--- config.mk ---
export PLATFORM = sky130hd
export DESIGN_NAME = pll_lock_sequencer
export DESIGN_NICKNAME = d
export VERILOG_FILES = /design/src/rtl/pll_seq_pkg.sv /design/src/rtl/lock_sync.sv /design/src/rtl/pll_lock_sequencer.sv
export SDC_FILE = /design/constraint.sdc
export NUM_CORES = 1
export LEC_CHECK = 0
export CORE_ASPECT_RATIO = 0.6
export CORE_MARGIN = 2
export CORE_UTILIZATION = 55
export DETAILED_ROUTE_END_ITERATION = 16
export GPL_TIMING_DRIVEN = 1
export PLACE_DENSITY = 0.86
export RECOVER_POWER = 50
export SYNTH_ARGS = -nofsm -noshare
export SYNTH_HDL_FRONTEND = slang
export SYNTH_HIERARCHICAL = 1
export SYNTH_SLANG_ARGS = --single-unit
--- constraint.sdc ---
create_clock -name clk -period 2.4 [get_ports clk]
set_input_delay 0.24 -clock clk [delete_from_list [all_inputs] [get_ports clk]]
set_output_delay 0.24 -clock clk [all_outputs]
set_load 0.01 [all_outputs]
--- src/rtl/pll_seq_pkg.sv ---
// pll_seq_pkg: shared state encoding and width helpers for the PLL lock sequencer
package pll_seq_pkg;
    typedef enum logic [2:0] {RESET_PLL, WAIT_LOCK, HOLD, ENABLE, RUN, FAIL} state_t;
    localparam int LOSS_W = 8;
    function automatic int cnt_width(input int a, input int b, input int c, input int d);
        int m;
        m = (a > b) ? a : b;
        m = (m > c) ? m : c;
        m = (m > d) ? m : d;
        return (m < 2) ? 1 : $clog2(m);
    endfunction
    function automatic int retry_width(input int r);
        return (r < 1) ? 1 : $clog2(r + 1);
    endfunction
endpackage

--- src/rtl/lock_sync.sv ---
// lock_sync: per-bit two-flop synchroniser for the asynchronous PLL lock inputs
module lock_sync #(
    parameter int CHANNELS = 2
) (
    input  logic                clk,
    input  logic                reset,
    input  logic [CHANNELS-1:0] i_async,
    output logic [CHANNELS-1:0] o_sync
);
    logic [CHANNELS-1:0] r_meta, r_sync;
    always_ff @(posedge clk) begin
        if (reset) begin
            r_meta <= '0;
            r_sync <= '0;
        end else begin
            r_meta <= i_async;
            r_sync <= r_meta;
        end
    end
    assign o_sync = r_sync;
endmodule

--- src/rtl/pll_lock_sequencer.sv ---
// pll_lock_sequencer: resets PLLs, qualifies lock, staggers clock enables, then releases system reset
module pll_lock_sequencer
    import pll_seq_pkg::*;
#(
    parameter int CHANNELS         = 2,
    parameter int RST_PULSE_CYCLES = 16,
    parameter int HOLD_CYCLES      = 1024,
    parameter int STAGGER_CYCLES   = 64,
    parameter int TIMEOUT_CYCLES   = 65536,
    parameter int MAX_RETRIES      = 3
) (
    input  logic                                clk,
    input  logic                                reset,
    input  logic [CHANNELS-1:0]                 pllLocked,
    output logic                                pllReset,
    output logic [CHANNELS-1:0]                 clkEnable,
    output logic                                sysReset,
    output logic                                isLocked,
    output logic                                failed,
    output logic [retry_width(MAX_RETRIES)-1:0] retryCount,
    output logic [LOSS_W-1:0]                   lossCount
);
    localparam int CW = cnt_width(TIMEOUT_CYCLES, HOLD_CYCLES, STAGGER_CYCLES, RST_PULSE_CYCLES);
    localparam int RW = retry_width(MAX_RETRIES);
    localparam int SW = (CHANNELS > 1) ? $clog2(CHANNELS) : 1;
    localparam logic [CW-1:0] C_RST  = CW'(RST_PULSE_CYCLES - 1);
    localparam logic [CW-1:0] C_TO   = CW'(TIMEOUT_CYCLES - 1);
    localparam logic [CW-1:0] C_HOLD = CW'(HOLD_CYCLES - 1);
    localparam logic [CW-1:0] C_STG  = CW'(STAGGER_CYCLES - 1);
    localparam logic [RW-1:0] R_MAX  = RW'(MAX_RETRIES);
    localparam logic [SW-1:0] S_LAST = SW'(CHANNELS - 1);

    state_t                r_state, w_state_nxt;
    logic [CW-1:0]         r_cnt, w_cnt_nxt;
    logic [SW-1:0]         r_stage, w_stage_nxt;
    logic                  w_bump, w_all, w_loss_ev;
    logic [CHANNELS-1:0]   w_sync, w_therm, w_en_nxt;
    logic                  r_pr, r_sys, r_lk, r_fail;
    logic [CHANNELS-1:0]   r_en;
    logic [RW-1:0]         r_retry, w_retry_nxt;
    logic [LOSS_W-1:0]     r_loss, w_loss_nxt;

    lock_sync #(.CHANNELS(CHANNELS)) u_sync (
        .clk     (clk),
        .reset   (reset),
        .i_async (pllLocked),
        .o_sync  (w_sync)
    );
    assign w_all = &w_sync;

    always_ff @(posedge clk) begin
        if (reset) begin
            r_state <= RESET_PLL;
            r_cnt   <= '0;
            r_stage <= '0;
        end else begin
            r_state <= w_state_nxt;
            r_cnt   <= w_cnt_nxt;
            r_stage <= w_stage_nxt;
        end
    end

    always_comb begin
        w_state_nxt = r_state;
        w_bump      = 1'b0;
        case (r_state)
            RESET_PLL: w_state_nxt = (r_cnt == C_RST) ? WAIT_LOCK : RESET_PLL;
            WAIT_LOCK: w_state_nxt = w_all ? HOLD : (r_cnt != C_TO) ? WAIT_LOCK :
                                     (r_retry == R_MAX) ? FAIL : RESET_PLL;
            HOLD:      w_state_nxt = !w_all ? WAIT_LOCK : (r_cnt == C_HOLD) ? ENABLE : HOLD;
            ENABLE: begin
                w_bump      = w_all && (r_cnt == C_STG);
                w_state_nxt = !w_all ? RESET_PLL : (w_bump && r_stage == S_LAST) ? RUN : ENABLE;
            end
            RUN:       w_state_nxt = w_all ? RUN : RESET_PLL;
            default:   w_state_nxt = FAIL;
        endcase
        w_stage_nxt = (w_state_nxt != ENABLE) ? '0 : w_bump ? r_stage + 1'b1 : r_stage;
        w_cnt_nxt   = (w_state_nxt != r_state || w_bump) ? '0 : r_cnt + 1'b1;
    end

    // Outputs are decoded from the state being entered so they switch on the same edge
    always_comb begin
        w_therm     = ~({CHANNELS{1'b1}} << (32'(w_stage_nxt) + 1));
        w_en_nxt    = (w_state_nxt == RUN) ? '1 : (w_state_nxt == ENABLE) ? w_therm : '0;
        w_loss_ev   = (r_state == ENABLE || r_state == RUN) && w_state_nxt == RESET_PLL;
        w_loss_nxt  = (w_loss_ev && r_loss != '1) ? r_loss + 1'b1 : r_loss;
        w_retry_nxt = (w_state_nxt == RUN) ? '0 :
                      (r_state == WAIT_LOCK && w_state_nxt == RESET_PLL) ? r_retry + 1'b1 : r_retry;
    end

    always_ff @(posedge clk) begin
        if (reset) begin
            r_pr    <= 1'b1;
            r_en    <= '0;
            r_sys   <= 1'b1;
            r_lk    <= 1'b0;
            r_fail  <= 1'b0;
            r_retry <= '0;
            r_loss  <= '0;
        end else begin
            r_pr    <= w_state_nxt == RESET_PLL || w_state_nxt == FAIL;
            r_en    <= w_en_nxt;
            r_sys   <= w_state_nxt != RUN;
            r_lk    <= w_state_nxt == RUN;
            r_fail  <= w_state_nxt == FAIL;
            r_retry <= w_retry_nxt;
            r_loss  <= w_loss_nxt;
        end
    end

    assign pllReset   = r_pr;
    assign clkEnable  = r_en;
    assign sysReset   = r_sys;
    assign isLocked   = r_lk;
    assign failed     = r_fail;
    assign retryCount = r_retry;
    assign lossCount  = r_loss;
endmodule
Yosys cells after proc, flatten, opt, wreduce, memory -nomap -nowiden
Cells that the tools add are included.

storage, ports and cells
  bits in registers = 40
  input port bits = 4

operators by class
  equality and inequality tests = 16
  reduce and logical (&&, ||, !) cells = 13
  shift operators = 1
  multiplexer cells = 15
  bitwise operators = 1
  add/sub/neg operators = 5

operators by type and width
  operator                                                                  number
  3-bit 2-to-1 mux                                                          6
  16-bit by 1-bit adder with 16-bit output (second input constant)          1
  16-bit by 10-bit == test with 1-bit output (second input constant)        1
  16-bit by 4-bit == test with 1-bit output (second input constant)         1
  16-bit by 6-bit == test with 1-bit output (second input constant)         1
  16-bit inequality test (second input constant)                            1
  3-bit case mux with 5 select lines                                        1
  3-bit by 2-bit == test with 1-bit output (second input constant)          3
  3-bit == test (second input constant)                                     3
  8-bit by 1-bit adder with 8-bit output (second input constant)            1
  8-bit inequality test (second input constant)                             1
  3-bit zero test                                                           2
  2-bit 2-to-1 mux                                                          3
  1-bit logical AND                                                         5
  1-bit 2-to-1 mux                                                          5
  2-bit OR reduction                                                        2
  3-bit by 1-bit == test with 1-bit output (second input constant)          1
  1-bit logical OR                                                          3
  3-bit by 2-bit inequality test with 1-bit output (second input constant)  1
  3-bit inequality test                                                     1
  3-bit inequality test (second input constant)                             1
  1-bit by 1-bit adder with 2-bit output (second input constant)            1
  2-bit by 1-bit adder with 2-bit output (second input constant)            1
  2-bit == test (second input constant)                                     1
  other kinds (4)                                                           4

Logic depth before layout (Yosys ltp)
Gate-level depths: netlist of the first run.

  depth after elaboration = 13
  mapped depth = 8

By module
Netlist of the first run, hierarchy kept.

by module, submodules not included
  module              cells each  area an instance (um^2)  instances
  pll_lock_sequencer  196         1813.0                   1
  lock_sync           8           105.1                    1

Worst setup path before layout of the first run
No wires, ideal clock.

  kind = flip-flop to flip-flop
  from = reg r_cnt[0]
  to = reg r_retry[0] (netlist: retryCount[0])
  path slack = 0.240 ns
  path buffers = 1
  cell stages (with the launch flop) = 9
  setup time = 0.121 ns
  data arrival time = 2.039 ns
  period minus slack after synthesis = 2.160 ns
  required time = 2.279 ns
  path through = dfxtp_1 > ha_1 > nand3_1 > or4_4 > o21bai_2 > and4_1 > buf_4 > a21oi_2 > mux2_2

between the ends
  longest elaborated chain between the ends = 8
  elaborated cells on any way between the ends = 18
  those cells by class = eq/ne (5); mux (8); reduce/logical (5)

RTL lines
  item                                                                      line                                                source
  from (decl)                                                               pll_lock_sequencer.sv:34                            logic [CW-1:0] r_cnt, w_cnt_nxt;
  from (signal assigned)                                                    pll_lock_sequencer.sv:58                            r_cnt <= w_cnt_nxt;
  16-bit by 6-bit == test with 1-bit output                                 pll_lock_sequencer.sv:72                            w_bump = w_all && (r_cnt == C_STG);
  1-bit logical AND                                                         pll_lock_sequencer.sv:72
  1-bit logical AND                                                         pll_lock_sequencer.sv:73                            w_state_nxt = !w_all ? RESET_PLL : (w_bump && r_stage == S_LAST) ? RUN : ENABLE;
  3-bit 2-to-1 mux (2 in a row)                                             pll_lock_sequencer.sv:73
  3-bit case mux with 5 select lines *                                      pll_lock_sequencer.sv:66                            case (r_state)
  3-bit == test or 3-bit zero test (tied branches)                          pll_lock_sequencer.sv:88, pll_lock_sequencer.sv:89
  2-bit OR reduction (no source line) or 1-bit logical AND (tied branches)  n/a
  to (signal assigned)                                                      pll_lock_sequencer.sv:107                           r_retry <= w_retry_nxt;
  to (decl)                                                                 pll_lock_sequencer.sv:40                            logic [RW-1:0] r_retry, w_retry_nxt;

Mark *: on every way between the ends. The rest lies on a longest branch, timed or not.
A chain may end at the register's enable or synchronous reset.

Worst setup path in the final report of the first run
  from = reg r_state[1]
  to = reg r_cnt[6]

between the ends
  longest elaborated chain between the ends = 5
  elaborated cells on any way between the ends = 10
  those cells by class = eq/ne (5); mux (2); reduce/logical (3)

RTL lines
  item                                   line                      source
  from (decl)                            pll_lock_sequencer.sv:33  state_t r_state, w_state_nxt;
  from (signal assigned)                 pll_lock_sequencer.sv:57  r_state <= w_state_nxt;
  3-bit == test (tied with other cells)  pll_lock_sequencer.sv:66
  3-bit case mux with 5 select lines     pll_lock_sequencer.sv:66
  3-bit inequality test                  pll_lock_sequencer.sv:79  w_cnt_nxt = (w_state_nxt != r_state || w_bump) ? '0 : r_cnt + 1'b1;
  1-bit logical OR *                     pll_lock_sequencer.sv:79
  2-bit OR reduction (no source line) *  n/a

Marked as above.

==> results.toml, run 1 <==
[drt]
drt-total-wl_um = 3917
vias = 1552
drt_iter0_drc = 101
vias_per_cell = 5.603
drt-wirelength-per-cell_um = 14.14
drcViolationCount = 0
final_antenna_net_count = 0
firstDrtPassIters = 4

[sta]
finalHoldViolCount = 0
period_minus_slack_ps = 2289
drv_slew = 0
finalSetupViolCount = 0
max_freq_mhz = 436.9
rsz0062_at_grt = "false"
finalSetupTns_ps = 0
skew_ps = 4.767
max_slew.worst_pin.slew_ps = 921.5
relSlewSlack = 0.3857
fin_crit_sh = 0.9536

[setup_path]
required_ps = 2630
crit_arrival_ps = 2520
endpoint_kind = "flip-flop"
crit_type = "flip-flop to flip-flop"
path_max_fanout = 13
start_kind = "flip-flop"

[power_and_ir_drop]
power_leakage_nw = 0.8443
power_frac_seq = 0.601
swShare = 0.2158
pwr-share-comb = 0.030
switching_power_mw = 0.2431
power_density_nw_per_um2 = 494.6
clkPwrFrac = 0.369
intPower_mw = 0.8832
finalPower_mw = 1.126
ir_worst_vdd_uv = 339.0

[flow_run]
max_cap_violations = 0

[clocking]
clockBufferDepth = 2
insertion_delay_ps = 290
cts-htree-levels = 2
path_clk_slew_ps = 70
clockRootBuffer = "clkbuf_8"
postCtsSetupRepairBufs = 0
cts_buffers = 5
postCtsHoldBufs = 0
cts_resized = 0
cts_tree = "done"
clock_sinks = 40

[grt]
grt_max_degree = 22
overflow = 0
gr-usage-all-layers = 0.2174
grt_pass1_vias = 1338
grt_pass1_wl_um = 6472
antenna_found_initial = 0

[placed_design]
port_buffers = 19
postPlaceCellArea_um2 = 2193
dpl.hpwl_um = 2942
gp_congestion = 0.8753
placed_cells = 270

[finish]
final_nets = 239
diodes = 0
mostFrequentLayoutCell = "dfxtp_1"
design_area_um2 = 2277
drive_gt1_frac = 0.1853
stdcell_count = 277
syn2layout_area_growth_pct = 18.72
final_cell_mix = "40 x dfxtp_1, 22 x nor2_1, 17 x dlygate4sd3_1"
fin_util = 0.6894

[logic_synthesis]
synthTopCellsByArea = "dfxtp_1 42%, nor2_1 4.3%, xnor2_1 4.1%"
async_reset_ff_frac = 0
syn_inst = 204
yosys.area.top_type = "dfxtp_1"
ys_seq_area_frac = 0.4175
synth.distinct_cells = 54
synth_top_area_share = 0.4175
syn_area_per_cell_um2 = 9.402
synth_ff_type = "dfxtp_1"
synth_area_um2 = 1918
syn_nets = 211
ys_ff_latch = 40
yosysWarnings = 6
synth_edf_count = 0

[die]
rows = 16
die_w_um = 80.24
dieArea_um2 = 3992
core_um2 = 3303
num_io_pins = 20
die_height_um = 49.75
initial_core_util = 0.5807

[worst_hold_path]
min_path_type = "flip-flop to flip-flop"

[run_status]
outcome = "complete, no violations"
-- synthesized netlist by cell type, types with 3 or more instances --
library cell	count
nand3_1	11
xnor2_1	9
nand2_1	10
nor2_2	10
nor3_1	7
ha_1	3
xor2_1	9
and2_1	3
o211ai_1	4
clkbuf_1	3
o21ai_0	3
nor2b_1	7
and4_1	3
inv_1	6
nor4_1	4
nand4_1	6
nor2_1	22
dfxtp_1	40
nor4_2	3
-- path summary, 6_finish.rpt --
path | startpoint | endpoint | slack [ps] | cells past startpoint
max | r_state[1] | r_cnt[6] | 110 | 7
min | u_sync/r_meta[1] | u_sync/o_sync[1] | 440 | 1
max reg2reg | r_state[1] | r_cnt[6] | 110 | 7
min reg2reg | u_sync/r_meta[1] | u_sync/o_sync[1] | 440 | 1
-- cell type report --
cell class / instances / area (um^2)
Multi-Input combinational cell: 151 / 1066
Fill cell: 271 / 1026
Sequential cell: 40 / 800.8
Timing Repair Buffer: 28 / 254.0
Clock buffer: 6 / 72.57
Tap cell: 45 / 56.30
Inverter: 6 / 22.52
Clock inverter: 1 / 5.005
-- routing by layer --
| metal | part of all wire | track usage | up-vias |
|---|---|---|---|
| li1 | - | - | 785 |
| met1 | 0.55 | 0.3314 | 718 |
| met2 | 0.37 | 0.2722 | 42 |
| met3 | 0.059 | 0.05861 | 7 |
| met4 | 0.020 | 0.1102 | 0 |
| met5 | 0 | 0 | - |
-- power by group through the flow --
stage	sequential, mW	clock (mW)	combinational, mW
6_report	0.677	0.415	0.0341
5_1_grt	0.677	0.460	0.0384
4_1_cts	0.677	0.426	0.0354
3_5_place_dp	0.692	0	0.0350
3_3_place_gp	0.691	0	0.0342
2_1_floorplan	0.691	0	0.0239
-- state kept, by name (all words and copies together), names as in the netlist --
signal / count
r_state: 3
pllReset: 1
u_sync/o_sync: 2
retryCount: 2
clkEnable: 2
failed: 1
sysReset: 1
r_cnt: 16
u_sync/r_meta: 2
r_stage: 1
isLocked: 1
lossCount: 8
-- critical path, cell delays in order, from the launching register on --
cell and delay, ps:
dfxtp_1 560, nor2_1 110, nand3_1 210, nor4_4 80, a2111oi_0 740, o211ai_4 190
buf_4 230, nor2_1 110
-- kinds of logic (layout without fill, tap and decap cells) --
| family | Yosys count | count (layout) | share of synthesized area |
|---|---|---|---|
| adder cells (fa/ha/maj) | 3 | 3 | 0.01957 |
| buffers and inverters | 13 | 41 | 0.03196 |
| AND/OR/NAND/NOR | 101 | 101 | 0.3138 |
| flip-flops | 40 | 40 | 0.4175 |
| XOR/XNOR | 18 | 18 | 0.08220 |
| multiplexers | 2 | 2 | 0.01109 |
| AO/OA/AOI/OAI | 27 | 27 | 0.1239 |
-- through the flow --
| stage | setup slack, ps | hold slack [ps] |
|---|---|---|
| 2_1_floorplan | 240.0 | 311.6 |
| 3_3_place_gp | 194.7 | 417.7 |
| 3_5_place_dp | 156.0 | 421.8 |
| 4_1_cts | 134.7 | 437.8 |
| 5_1_grt | 11.87 | 466.4 |
| 6_report | 111.3 | 438.9 |
(Power assumes the default switching activity.)
==> run 2: changes to the inputs <==
--- a/config.mk
+++ b/config.mk
@@ -8,10 +8,12 @@
 export CORE_ASPECT_RATIO = 0.6
 export CORE_MARGIN = 2
 export CORE_UTILIZATION = 55
+export CTS_CLUSTER_DIAMETER = 120
 export DETAILED_ROUTE_END_ITERATION = 16
 export GPL_TIMING_DRIVEN = 1
 export PLACE_DENSITY = 0.86
 export RECOVER_POWER = 50
+export SKIP_LAST_GASP = 1
 export SYNTH_ARGS = -nofsm -noshare
 export SYNTH_HDL_FRONTEND = slang
 export SYNTH_HIERARCHICAL = 1
==> results of run 2 <==
Final layout, timing and power as in run 1 (identical DEF).
